--- src/rtl/dcache_pkg.sv ---
// Shared types and address-field geometry for the direct-mapped data cache.
package dcache_pkg;

    localparam int ADDR_W     = 8;
    localparam int TAG_W      = 3;
    localparam int INDEX_W    = 3;
    localparam int OFFSET_W   = 2;
    localparam int LINES      = 8;
    localparam int BLOCK_W    = 32;
    localparam int MEM_ADDR_W = TAG_W + INDEX_W;

    localparam int TAG_HI    = 7;
    localparam int TAG_LO    = 5;
    localparam int INDEX_HI  = 4;
    localparam int INDEX_LO  = 2;
    localparam int OFFSET_HI = 1;
    localparam int OFFSET_LO = 0;

    typedef enum logic [1:0] {
        IDLE,
        WRITEBACK,
        ALLOCATE
    } state_t;

endpackage

--- src/rtl/dcache.sv ---
// Direct-mapped write-back data cache: 8 lines x 4 bytes between the CPU byte port
// and block-wide data memory. Stalls the CPU only while a miss is being serviced.
module dcache
    import dcache_pkg::*;
(
    input  logic                  CLK,
    input  logic                  RESET,
    input  logic                  read,
    input  logic                  write,
    input  logic [ADDR_W-1:0]     address,
    input  logic [7:0]            writedata,
    output logic [7:0]            readdata,
    output logic                  busywait,
    output logic                  mem_read,
    output logic                  mem_write,
    output logic [MEM_ADDR_W-1:0] mem_address,
    output logic [BLOCK_W-1:0]    mem_writedata,
    input  logic [BLOCK_W-1:0]    mem_readdata,
    input  logic                  mem_busywait
);

    state_t              state;
    logic                seen_busy;
    logic [LINES-1:0]    valid;
    logic [LINES-1:0]    dirty;
    logic [TAG_W-1:0]    tag_array  [LINES];
    logic [BLOCK_W-1:0]  data_array [LINES];
    logic [7:0]          readdata_q;

    logic [TAG_W-1:0]    tag;
    logic [INDEX_W-1:0]  index;
    logic [OFFSET_W-1:0] offset;
    logic [4:0]          bit_pos;
    logic [BLOCK_W-1:0]  line;
    logic [7:0]          sel_byte;
    logic                req;
    logic                hit;
    logic                mem_done;
    logic                write_hit;
    logic                fill_done;

    assign tag      = address[TAG_HI:TAG_LO];
    assign index    = address[INDEX_HI:INDEX_LO];
    assign offset   = address[OFFSET_HI:OFFSET_LO];
    assign bit_pos  = {offset, 3'b000};
    assign line     = data_array[index];
    assign sel_byte = line[bit_pos +: 8];

    assign req       = read | write;
    assign hit       = valid[index] && (tag_array[index] == tag);
    // A transfer only finishes once memory has shown busy at least once in this state.
    assign mem_done  = seen_busy && !mem_busywait;
    assign write_hit = (state == IDLE) && write && hit;
    assign fill_done = (state == ALLOCATE) && mem_done;

    always_comb begin
        busywait      = 1'b0;
        mem_read      = 1'b0;
        mem_write     = 1'b0;
        mem_address   = '0;
        mem_writedata = '0;
        readdata      = readdata_q;
        case (state)
            IDLE: begin
                if (req && !hit) begin
                    busywait = !RESET;
                end else if (read && !write && hit) begin
                    readdata = sel_byte;
                end
            end
            WRITEBACK: begin
                busywait      = 1'b1;
                mem_write     = 1'b1;
                mem_address   = {tag_array[index], index};
                mem_writedata = line;
            end
            ALLOCATE: begin
                busywait    = 1'b1;
                mem_read    = 1'b1;
                mem_address = {tag, index};
            end
            default: begin
                busywait = 1'b0;
            end
        endcase
    end

    always_ff @(posedge CLK or posedge RESET) begin
        if (RESET) begin
            state      <= IDLE;
            seen_busy  <= 1'b0;
            valid      <= '0;
            dirty      <= '0;
            readdata_q <= '0;
        end else begin
            readdata_q <= readdata;
            case (state)
                IDLE: begin
                    seen_busy <= 1'b0;
                    if (write_hit) begin
                        dirty[index] <= 1'b1;
                    end else if (req && !hit) begin
                        state <= dirty[index] ? WRITEBACK : ALLOCATE;
                    end
                end
                WRITEBACK: begin
                    if (mem_done) begin
                        state     <= ALLOCATE;
                        seen_busy <= 1'b0;
                    end else if (mem_busywait) begin
                        seen_busy <= 1'b1;
                    end
                end
                ALLOCATE: begin
                    if (mem_done) begin
                        state        <= IDLE;
                        seen_busy    <= 1'b0;
                        valid[index] <= 1'b1;
                        dirty[index] <= 1'b0;
                    end else if (mem_busywait) begin
                        seen_busy <= 1'b1;
                    end
                end
                default: begin
                    state     <= IDLE;
                    seen_busy <= 1'b0;
                end
            endcase
        end
    end

    // Line storage carries no reset; valid bits alone qualify its contents.
    always_ff @(posedge CLK) begin
        if (fill_done) begin
            data_array[index] <= mem_readdata;
            tag_array[index]  <= tag;
        end else if (write_hit) begin
            data_array[index][bit_pos +: 8] <= writedata;
        end
    end

endmodule

--- config.mk ---
export PLATFORM = sky130hd
export DESIGN_NAME = dcache
export DESIGN_NICKNAME = d
export VERILOG_FILES = /design/src/rtl/dcache_pkg.sv /design/src/rtl/dcache.sv
export SDC_FILE = /design/constraint.sdc
export NUM_CORES = 1
export LEC_CHECK = 0
export BUFFER_PORTS_ARGS = -buffer_cell sky130_fd_sc_hd__buf_4
export CAP_MARGIN = 40
export CORE_MARGIN = 8
export CORE_UTILIZATION = 54
export CTS_CLUSTER_SIZE = 24
export DETAILED_ROUTE_END_ITERATION = 8
export PLACE_DENSITY = 0.76
export SLEW_MARGIN = 20
export SYNTH_ARGS = -nofsm -noshare
export SYNTH_HDL_FRONTEND = slang
export SYNTH_SLANG_ARGS = --single-unit
export TNS_END_PERCENT = 30
--- constraint.sdc ---
create_clock -name CLK -period 3.1 [get_ports CLK]
set_clock_uncertainty 0.2 [all_clocks]
set_input_delay 0.465 -clock CLK [delete_from_list [all_inputs] [get_ports CLK]]
set_output_delay 0.465 -clock CLK [all_outputs]
set_load 0.01 [all_outputs]
=== Yosys cells after proc, flatten, opt, wreduce, memory -nomap -nowiden ===
Memory sizes are Yosys's and may differ from the RTL's.
Cells that the tools add are included.

* Magnitude comparators: 2
* Reduce and logical (&&, ||, !) cells: 19
* Shifts and indexed selects: 3
* Equality and inequality tests: 9
* Mux-type cells: 64
* Bitwise gates (word level): 37
* Add/subtract/negate cells: 1

{| class="wikitable"
|+ Operators by type and width
! kind !! count
|-
| $mux W32 || 2
|-
| $mux W1 || 45
|-
| $mux W8 || 5
|-
| $or A1 B1 Y1 || 33
|-
| $shift A8 B7 Y32 const A || 1
|-
| $shiftx A32 B6 Y8 || 1
|-
| $shiftx A8 B7 Y32 || 1
|-
| $or A8 B8 Y8 || 2
|-
| $pmux W8 S2 || 1
|-
| $pmux W6 S2 || 1
|-
| $mux W2 || 5
|-
| $logic_and A1 B1 Y1 || 9
|-
| $and A8 B8 Y8 || 1
|-
| $ne A2 B2 Y1 const B || 4
|-
| $not A8 Y8 || 1
|-
| $neg A5 Y7 || 1
|-
| $bmux W1 S3 || 2
|-
| $pmux W2 S3 || 1
|-
| $logic_not A1 Y1 || 4
|-
| $lt A3 B4 Y1 const B || 1
|-
| $reduce_and A4 Y1 || 1
|-
| $demux W1 S3 || 1
|-
| $eq A3 B3 Y1 || 1
|-
| $ge A3 B1 Y1 const B || 1
|-
| other kinds (10) || 10
|}

* Register bits after elaboration: 27
* Bits in writable memories: 280
* Word-level logic and storage cells: 142
* Bits of input ports: 53
* Memories kept: 2
* Output and inout bits: 49

{| class="wikitable"
|+ Memories
! name !! words !! width !! rd ports !! clocked after memory_dff !! write ports !! line !! RTL
|-
| data_array || 8 || 32 || 1 || 0 || 1 || dcache.sv:27 || <nowiki>logic [BLOCK_W-1:0] data_array [LINES];</nowiki>
|-
| tag_array || 8 || 3 || 1 || 0 || 1 || dcache.sv:26 || <nowiki>logic [TAG_W-1:0] tag_array [LINES];</nowiki>
|}

=== Logic depth before layout (Yosys ltp) ===
Gate-level depths: netlist of run 1.

* Word-level depth: 8
* Mapped depth: 12

=== Least setup slack after synthesis of run 1 ===
Ideal clock, no wire load.

* Path type: input to register
* From: in address[2]
* To: mem data_array[0][0], enable pin
* Slack: -0.114 ns
* Setup time: 0.375 ns
* Cell stages on the path: 8
* Data arrival time: 2.639 ns
* Cell sequence: buf_6 mux2i_1 o22ai_1 or3_4 a21oi_2 nand4_2 buf_2 a21oi_1

* Longest elaborated chain between the ends: 8

{| class="wikitable"
|+ RTL lines
! element !! line !! RTL
|-
| start: declaration || dcache.sv:10 || <nowiki>input logic [ADDR_W-1:0] address,</nowiki>
|-
| $mem_v2 Z8 W3 or $bmux W1 S3 (tied branches) || - ||
|-
| $eq A3 B3 Y1 or $mux W1 (tied branches) || dcache.sv:50 || <nowiki>assign hit = valid[index] && (tag_array[index] == tag);</nowiki>
|-
| $logic_and A1 B1 Y1 || dcache.sv:50 ||
|-
| $logic_and A1 B1 Y1 || dcache.sv:53 || <nowiki>assign write_hit = (state == IDLE) && write && hit;</nowiki>
|-
| $mux W1 || dcache.sv:137 || <nowiki>end else if (write_hit) begin</nowiki>
|-
| $mux W1 || dcache.sv:134 || <nowiki>if (fill_done) begin</nowiki>
|-
| $mux W32 (not written as such) || dcache.sv:138 || <nowiki>data_array[index][bit_pos +: 8] <= writedata;</nowiki>
|-
| $or A1 B1 Y1 (no line) || - ||
|-
| end: declaration || dcache.sv:27 ||
|}

Parallel ways exist; a longest one is shown, timed or not. The select of a mux whose other input is x is not followed.

=== Worst setup path in the final report of run 1 ===
* From: mem tag_array[3][2]
* To: out readdata[0]

* Longest elaborated chain between the ends: 7

{| class="wikitable"
|+ RTL lines
! element !! line !! RTL
|-
| start: declaration || dcache.sv:26 ||
|-
| $mem_v2 Z8 W3 (*) || - ||
|-
| $eq A3 B3 Y1 (*) || dcache.sv:50 ||
|-
| $logic_and A1 B1 Y1 (*) || dcache.sv:50 ||
|-
| $logic_and A1 B1 Y1 or $logic_not A1 Y1 (tied branches) || dcache.sv:67, dcache.sv:65 ||
|-
| $mux W8 or $logic_and A1 B1 Y1 (tied branches) || dcache.sv:67, dcache.sv:65 ||
|-
| $mux W8 (*) || dcache.sv:65 || <nowiki>if (req && !hit) begin</nowiki>
|-
| $mux W8 (*) || dcache.sv:63 || <nowiki>case (state)</nowiki>
|-
| end: declaration || dcache.sv:12 || <nowiki>output logic [7:0] readdata,</nowiki>
|}

Every way passes the cells marked *; elsewhere a longest branch is shown, timed or not.

==> metrics, run 1 <==
status=finished with violations; violated checks=setup timing; Fin. Hold Viols=0; Starting Density=0.545; Net Count, Synth=946; DP Area=15,800 um2; vias in the first global route=9,311; worst path required time=2430 ps; Fillers=1,719; EDFF count, synth=between 200 and 300; P per Cell Area=595 nW/um2; gr ovfl total=0; Worst Hold Class=primary input to flip-flop; Ys Warns=0; Final Setup Violations=9; IO Port Bufs=~100; worst-path cell with the longest stage delay=edfxtp_1; Antenna Cells=0; Iter 0 DRT Violations=roughly 910; H-tree depth=1; initial antenna violation count=0; hold path startpoint=mem_readdata[0]; drt pass-1 iters=5; post-synthesis cell count=884; fin crit share=1.08; DR WL/cell=25.3 um; Crit path largest cell delay=about 380 ps; via/cell ratio=6.09; CP Class=flip-flop to output pin; max-slew violations=0; Reg2Reg Depth=8; min Tclk post-route=roughly 3400 ps; DIE WIDTH=about 170 um; syn avg cell area=15.4 um2; Crit. Startpoint=tag_array[3][2]; CTS sink cnt=307; Seq cells post-synth=307; worst path arrival time=2690 ps; Max clock buf depth=3; final std cells w/o fill=1,494; CTS Root Cell=clkbuf_16; core area=25,000 um2; largest net degree at the start of global routing=41; # IOs=102; Crit Reg-Reg Endpoint=data_array[1][6]; Worst setup SP type=flip-flop; FP Rows=58; Pleak=0.00658 uW; Clock Latency Late Sink=560 ps; final instance area=between 15,000 and 20,000 um2; worst hold slack=197 ps; Worst-path clk slew=~70 ps; CTS tree=done; Die Y-Extent=175 um; crit path cell chain=mux2i_1 -> o22ai_1 -> or3_4 -> a21o_1 -> nor4_4 -> buf_12 -> mux2_4 -> buf_6; Final ANT Viol Nets=0; Max-Slew Margin vs Limit=0.514; Hold Path Sink=data_array[6][0]; DPL Wire Length=27,000 um; die area=30,500 um2; post-synth cell types=52; vias=between 9,000 and 10,000; drt total wl=37,800 um; first-pass GRT wire length=56,500 um; mapped cell area=13,600 um2; f_max=a little under 300 MHz; fraction of layout cells with a size suffix above 1=0.348; worst hold path depth=3; maxcap violations=0; Nets=1,204; worst reg-to-reg setup slack=110 ps; worst setup margin=-256 ps; Synth Flop Type=edfxtp_1; gpl congestion=0.922; DRC violations left=0; Worst VDD drop=between 0.5 and 0.6 mV; FF-to-FF Start=tag_array[3][2]; Worst Path Max Fanout=8; RSZ-0062 raised after global routing=yes; CTS Buf Count=31; CP endpoint kind=output pin; Total GRT Usage=0.243; Placed Instances=1,431; area grow syn2layout=24.6%; sequential-to-total area share from yosys stat=0.667; Post-synth ARST share=0.0879; Worst Tran Pin Value=709 ps
## worst max-delay path by stage
stage,slack (ps),end
after global routing,-370,readdata[4]
after detailed placement,-480,data_array[5][0]
after floorplan,-110,data_array[0][0]
final,-260,readdata[0]
after CTS,-330,readdata[0]
after global placement,-330,readdata[2]
## registers in the layout, summed over array words and instances, names as in the netlist, named ones only
signal,flops
data_array,256
seen_busy,1
valid,8
tag_array,24
readdata_q,8
state,2
## layout by cell type, fill, tap and decap left out, drive strengths merged, types with 9 or more instances in the layout
cell type	synthesis	routed
mux4	41	41
clkinv	1	12
and2	15	15
nor2b	33	33
edfxtp	280	280
clkbuf	21	36
dfrtp	27	27
a22oi	22	22
ha	9	9
a22o	10	10
nand2	49	49
a21oi	49	49
mux2i	77	77
buf	30	271
a21o	9	9
nor3	19	19
o22ai	9	9
a221oi	18	18
a211oi	12	12
inv	50	51
mux2	22	22
nor2	30	30
## cell usage after synthesis (5+ instances only)
cell	count	area [um2]
clkbuf_1	21	78.8
nand2b_1	6	37.5
buf_6	5	56.3
or2_2	6	37.5
nor2_1	30	113
a211oi_1	12	90.1
edfxtp_1	280	8410
o22a_1	5	43.8
a22o_1	10	87.6
mux2i_1	77	771
o22ai_1	8	50.1
buf_2	19	95.1
dfrtp_1	27	676
and2_1	15	93.8
mux2_2	20	225
nand2_1	49	184
a21oi_1	48	240
nor2b_1	33	206
nor3_1	19	95.1
mux4_2	41	923
a22oi_1	22	165
a221oi_1	18	158
a21o_1	9	67.6
inv_1	49	184
ha_1	9	113
## critical path, delay by kind of cell, from the launching register on
family | cells | cell delay, ps
buffers and inverters | 2 | 300
muxes | 2 | 480
and+or+nand+nor | 2 | 650
DFF | 1 | 380
AOI/OAI and AO/OA | 2 | 330
## what timing repair did
item,in CTS,in global routing
pin swaps,4,3
endpoints found under the setup margin,13,241
hold buffers,5,0
buffers inserted,3,0
endpoints found under the hold margin,41,0
gates resized for setup,9,5
## metal layers
layer / vias to the layer above / wire, um / GRT usage
met4: 0 / 1560 / 0.0968
met3: 106 / 3690 / 0.0447
met2: 570 / 18000 / 0.402
met5: - / 0 / 0
li1: 3941 / - / -
met1: 4474 / 14500 / 0.314
## cell type report
cell class              count  area [um2]  share of cell area
well taps                 330         413              0.0244
clock buffers              36         795              0.0469
flip-flops and latches    307        9080               0.536
clock inverters            19         176              0.0104
multi-input cells         475        4120               0.243
inverters                  51         191              0.0113
repair buffers            276        2170               0.128
## cell families (layout without fill, tap and decap cells)
logic type | Yosys count | count (layout) | share of synthesized area
compound gates | 151 | 151 | 0.0793
simple gates | 175 | 175 | 0.0679
mux | 140 | 140 | 0.143
fa+ha+maj | 9 | 9 | 0.00827
flops | 307 | 307 | 0.667
buf+inv | 102 | 382 | 0.0337
## stage by stage
step	utilization	worst slack, ps	setup TNS, ps	total power, uW
after floorplan	-	-114	-29280	5690
after global placement	0.635	-333	-75260	6460
after detailed placement	0.635	-479	-127060	6480
after CTS	0.678	-335	-2770	10100
after global routing	0.679	-368	-3160	10400
final	0.679	-256	-2100	10100
## where the power goes
group | total [uW] | switching (uW) | internal (uW)
Combinational | 1760 | 971 | 786
Clock | 3600 | 1530 | 2070
Sequential | 4730 | 55.5 | 4670
No activity file was read; power rests on OpenSTA's default activity.
==> run 2, diff against run 1 <==
- BUFFER_PORTS_ARGS: -buffer_cell sky130_fd_sc_hd__buf_4 -> not set
- CORE_UTILIZATION: 54 -> 57
- DONT_BUFFER_PORTS: not set -> 1
- PLACE_DENSITY: 0.76 -> 0.75
==> run 2 against run 1 <==
The flow still finishes with violations (setup timing). First-iteration DRC count increased by 16%. Via count is 6.7% lower. Clock power increased by 16%. Non-clock buffer count fell by 171. Critical endpoint is now readdata[1]. Largest power group unchanged. Highest routed layer unchanged.
==> metrics, run 2 (synthesis gave the netlist of run 1 again) <==
worst setup margin=-146 ps; Crit path depth=6; worst-path cell with the longest stage delay=a221oi_1; core area=~23,000 um2; Worst Path Max Fanout=100; sw power=2500 uW; maxcap violations=0; RSZ-0062 raised after global routing=yes; CTS sink cnt=307; P per Cell Area=647 nW/um2; Worst Tran Pin Value=approximately 760 ps; Worst VDD drop=0.467 mV; Total GRT Usage=0.251; drt pass-1 iters=6; gpl congestion=0.853; final std cells w/o fill=1,318; largest net degree at the start of global routing=101; worst reg-to-reg setup slack=around 50 ps; P_int=just under 8000 uW; # IOs=a little over 100; first-pass GRT wire length=53,800 um; DP Area=~15,000 um2; violated checks=setup timing; share of total power in the clock network=0.407; die area=29,100 um2; FP Rows=between 50 and 60; Reg2Reg Depth=9; worst hold path depth=2; gr ovfl total=0; CP Class=primary input to output pin; Worst Hold Class=primary input to flip-flop; Worst-path clk slew=60 ps; Fin. Hold Viols=0; Clock Latency Late Sink=510 ps; area grow syn2layout=16.6%; f_max=308 MHz; Worst setup SP type=primary input; power share of the combinational group=0.132; worst hold slack=~110 ps; Placed Instances=1,248; via/cell ratio=6.44; Nets=1,036; fraction of layout cells with a size suffix above 1=0.255; fin crit share=1.05; area of the multi-input gates=around 4100 um2; Crit path largest cell delay=650 ps; Pleak=about 0.0058 uW; crit path cell chain=and2_1 -> a22o_1 -> a221oi_1 -> mux4_2 -> mux2i_1 -> buf_4; max-slew violations=0; DIE WIDTH=between 150 and 200 um; DPL Wire Length=24,000 um; Iter 0 DRT Violations=around 1,100; CP bufs+invs=1; FF+latch area=9080 um2; Starting Density=0.580; status=finished with violations; worst path arrival time=approximately 2600 ps; Fillers=1,563; vias in the first global route=about 8,600; biggest regs=data_array (256), tag_array (24); Sw Share=0.243; vias=about 8,500; Die Y-Extent=about 170 um; DRC violations left=0; worst path required time=2430 ps; max FFs per register=256; drt total wl=36,300 um; Crit path max-delay family=compound AO/OA/AOI/OAI gates; DR WL/cell=27.5 um; sequential power share=0.461; Max clock buf depth=3; Final ANT Viol Nets=0; Max-Slew Margin vs Limit=0.493; CTS Buf Count=34; Tot Pwr=10,300 uW; most common cell after layout, fill and taps aside=edfxtp_1; Final Setup Violations=9; Largest Register=data_array; H-tree depth=2; min Tclk post-route=3250 ps; CTS Root Cell=clkbuf_16; CTS tree=done; final instance area=15,900 um2; most frequent cells in the layout=edfxtp_1, buf_4, mux2i_1; CP endpoint kind=output pin; utilization after layout=0.676; IO Port Bufs=0; initial antenna violation count=0
-- run 2: final timing paths --
path / from / endpoint
max reg2reg: tag_array[5][2] / data_array[6][19]
min reg2reg: valid[0] / valid[0]
max: address[2] / readdata[1]
min: address[0] / readdata_q[3]
min in group asynchronous: RESET / readdata_q[4]
max in group asynchronous: RESET / async pin
-- run 2: worst reg2reg max path, cell delays in order, from the launching register on --
cell      delay [ps]
edfxtp_1         370
mux2i_1          190
o22ai_1          130
or3_4            390
buf_4            160
a21oi_2          440
nand4_2          200
buf_12           200
a21oi_1          230
buf_4            240
-- run 2: metrics by stage --
stage          worst slack, ps  TNS [ps]
5_1_grt                   -218     -1800
3_5_place_dp              -210     -1190
4_1_cts                   -194     -1510
3_3_place_gp              -200      -617
2_1_floorplan             -114    -29280
6_report                  -146     -1040
-- run 2: per-layer routing --
| layer | vias up | track usage | wire, um |
|---|---|---|---|
| met5 | - | 0 | 0 |
| met4 | 0 | 0.104 | 1340 |
| met3 | 109 | 0.0712 | 4310 |
| met2 | 525 | 0.389 | 16600 |
| met1 | 4245 | 0.330 | 14000 |
| li1 | 3607 | - | - |
-- run 2: cell type report --
| cell class | instances | share of cell area |
|---|---|---|
| flip-flops and latches | 307 | 0.573 |
| multi-input cells | 475 | 0.261 |
| repair buffers | 105 | 0.0557 |
| clock buffers | 36 | 0.0554 |
| well taps | 319 | 0.0252 |
| clock inverters | 24 | 0.0178 |
| inverters | 51 | 0.0121 |
| diodes | 1 | 0.000158 |
-- run 2: power groups by stage --
stage	combinational, uW	sequential [uW]	clock, uW
after floorplan	896	4790	0
after global placement	1250	4810	0
after detailed placement	1280	4810	0
after CTS	1320	4730	4200
after global routing	1440	4750	4360
final	1360	4740	4180
-- run 2: timing repair --
item	4_1_cts	5_1_grt
setup endpoints to repair	9	152
pin swaps	4	3
resized for setup	7	13
setup buffers	3	1
endpoints found under the hold margin	52	0
hold buffers	5	0
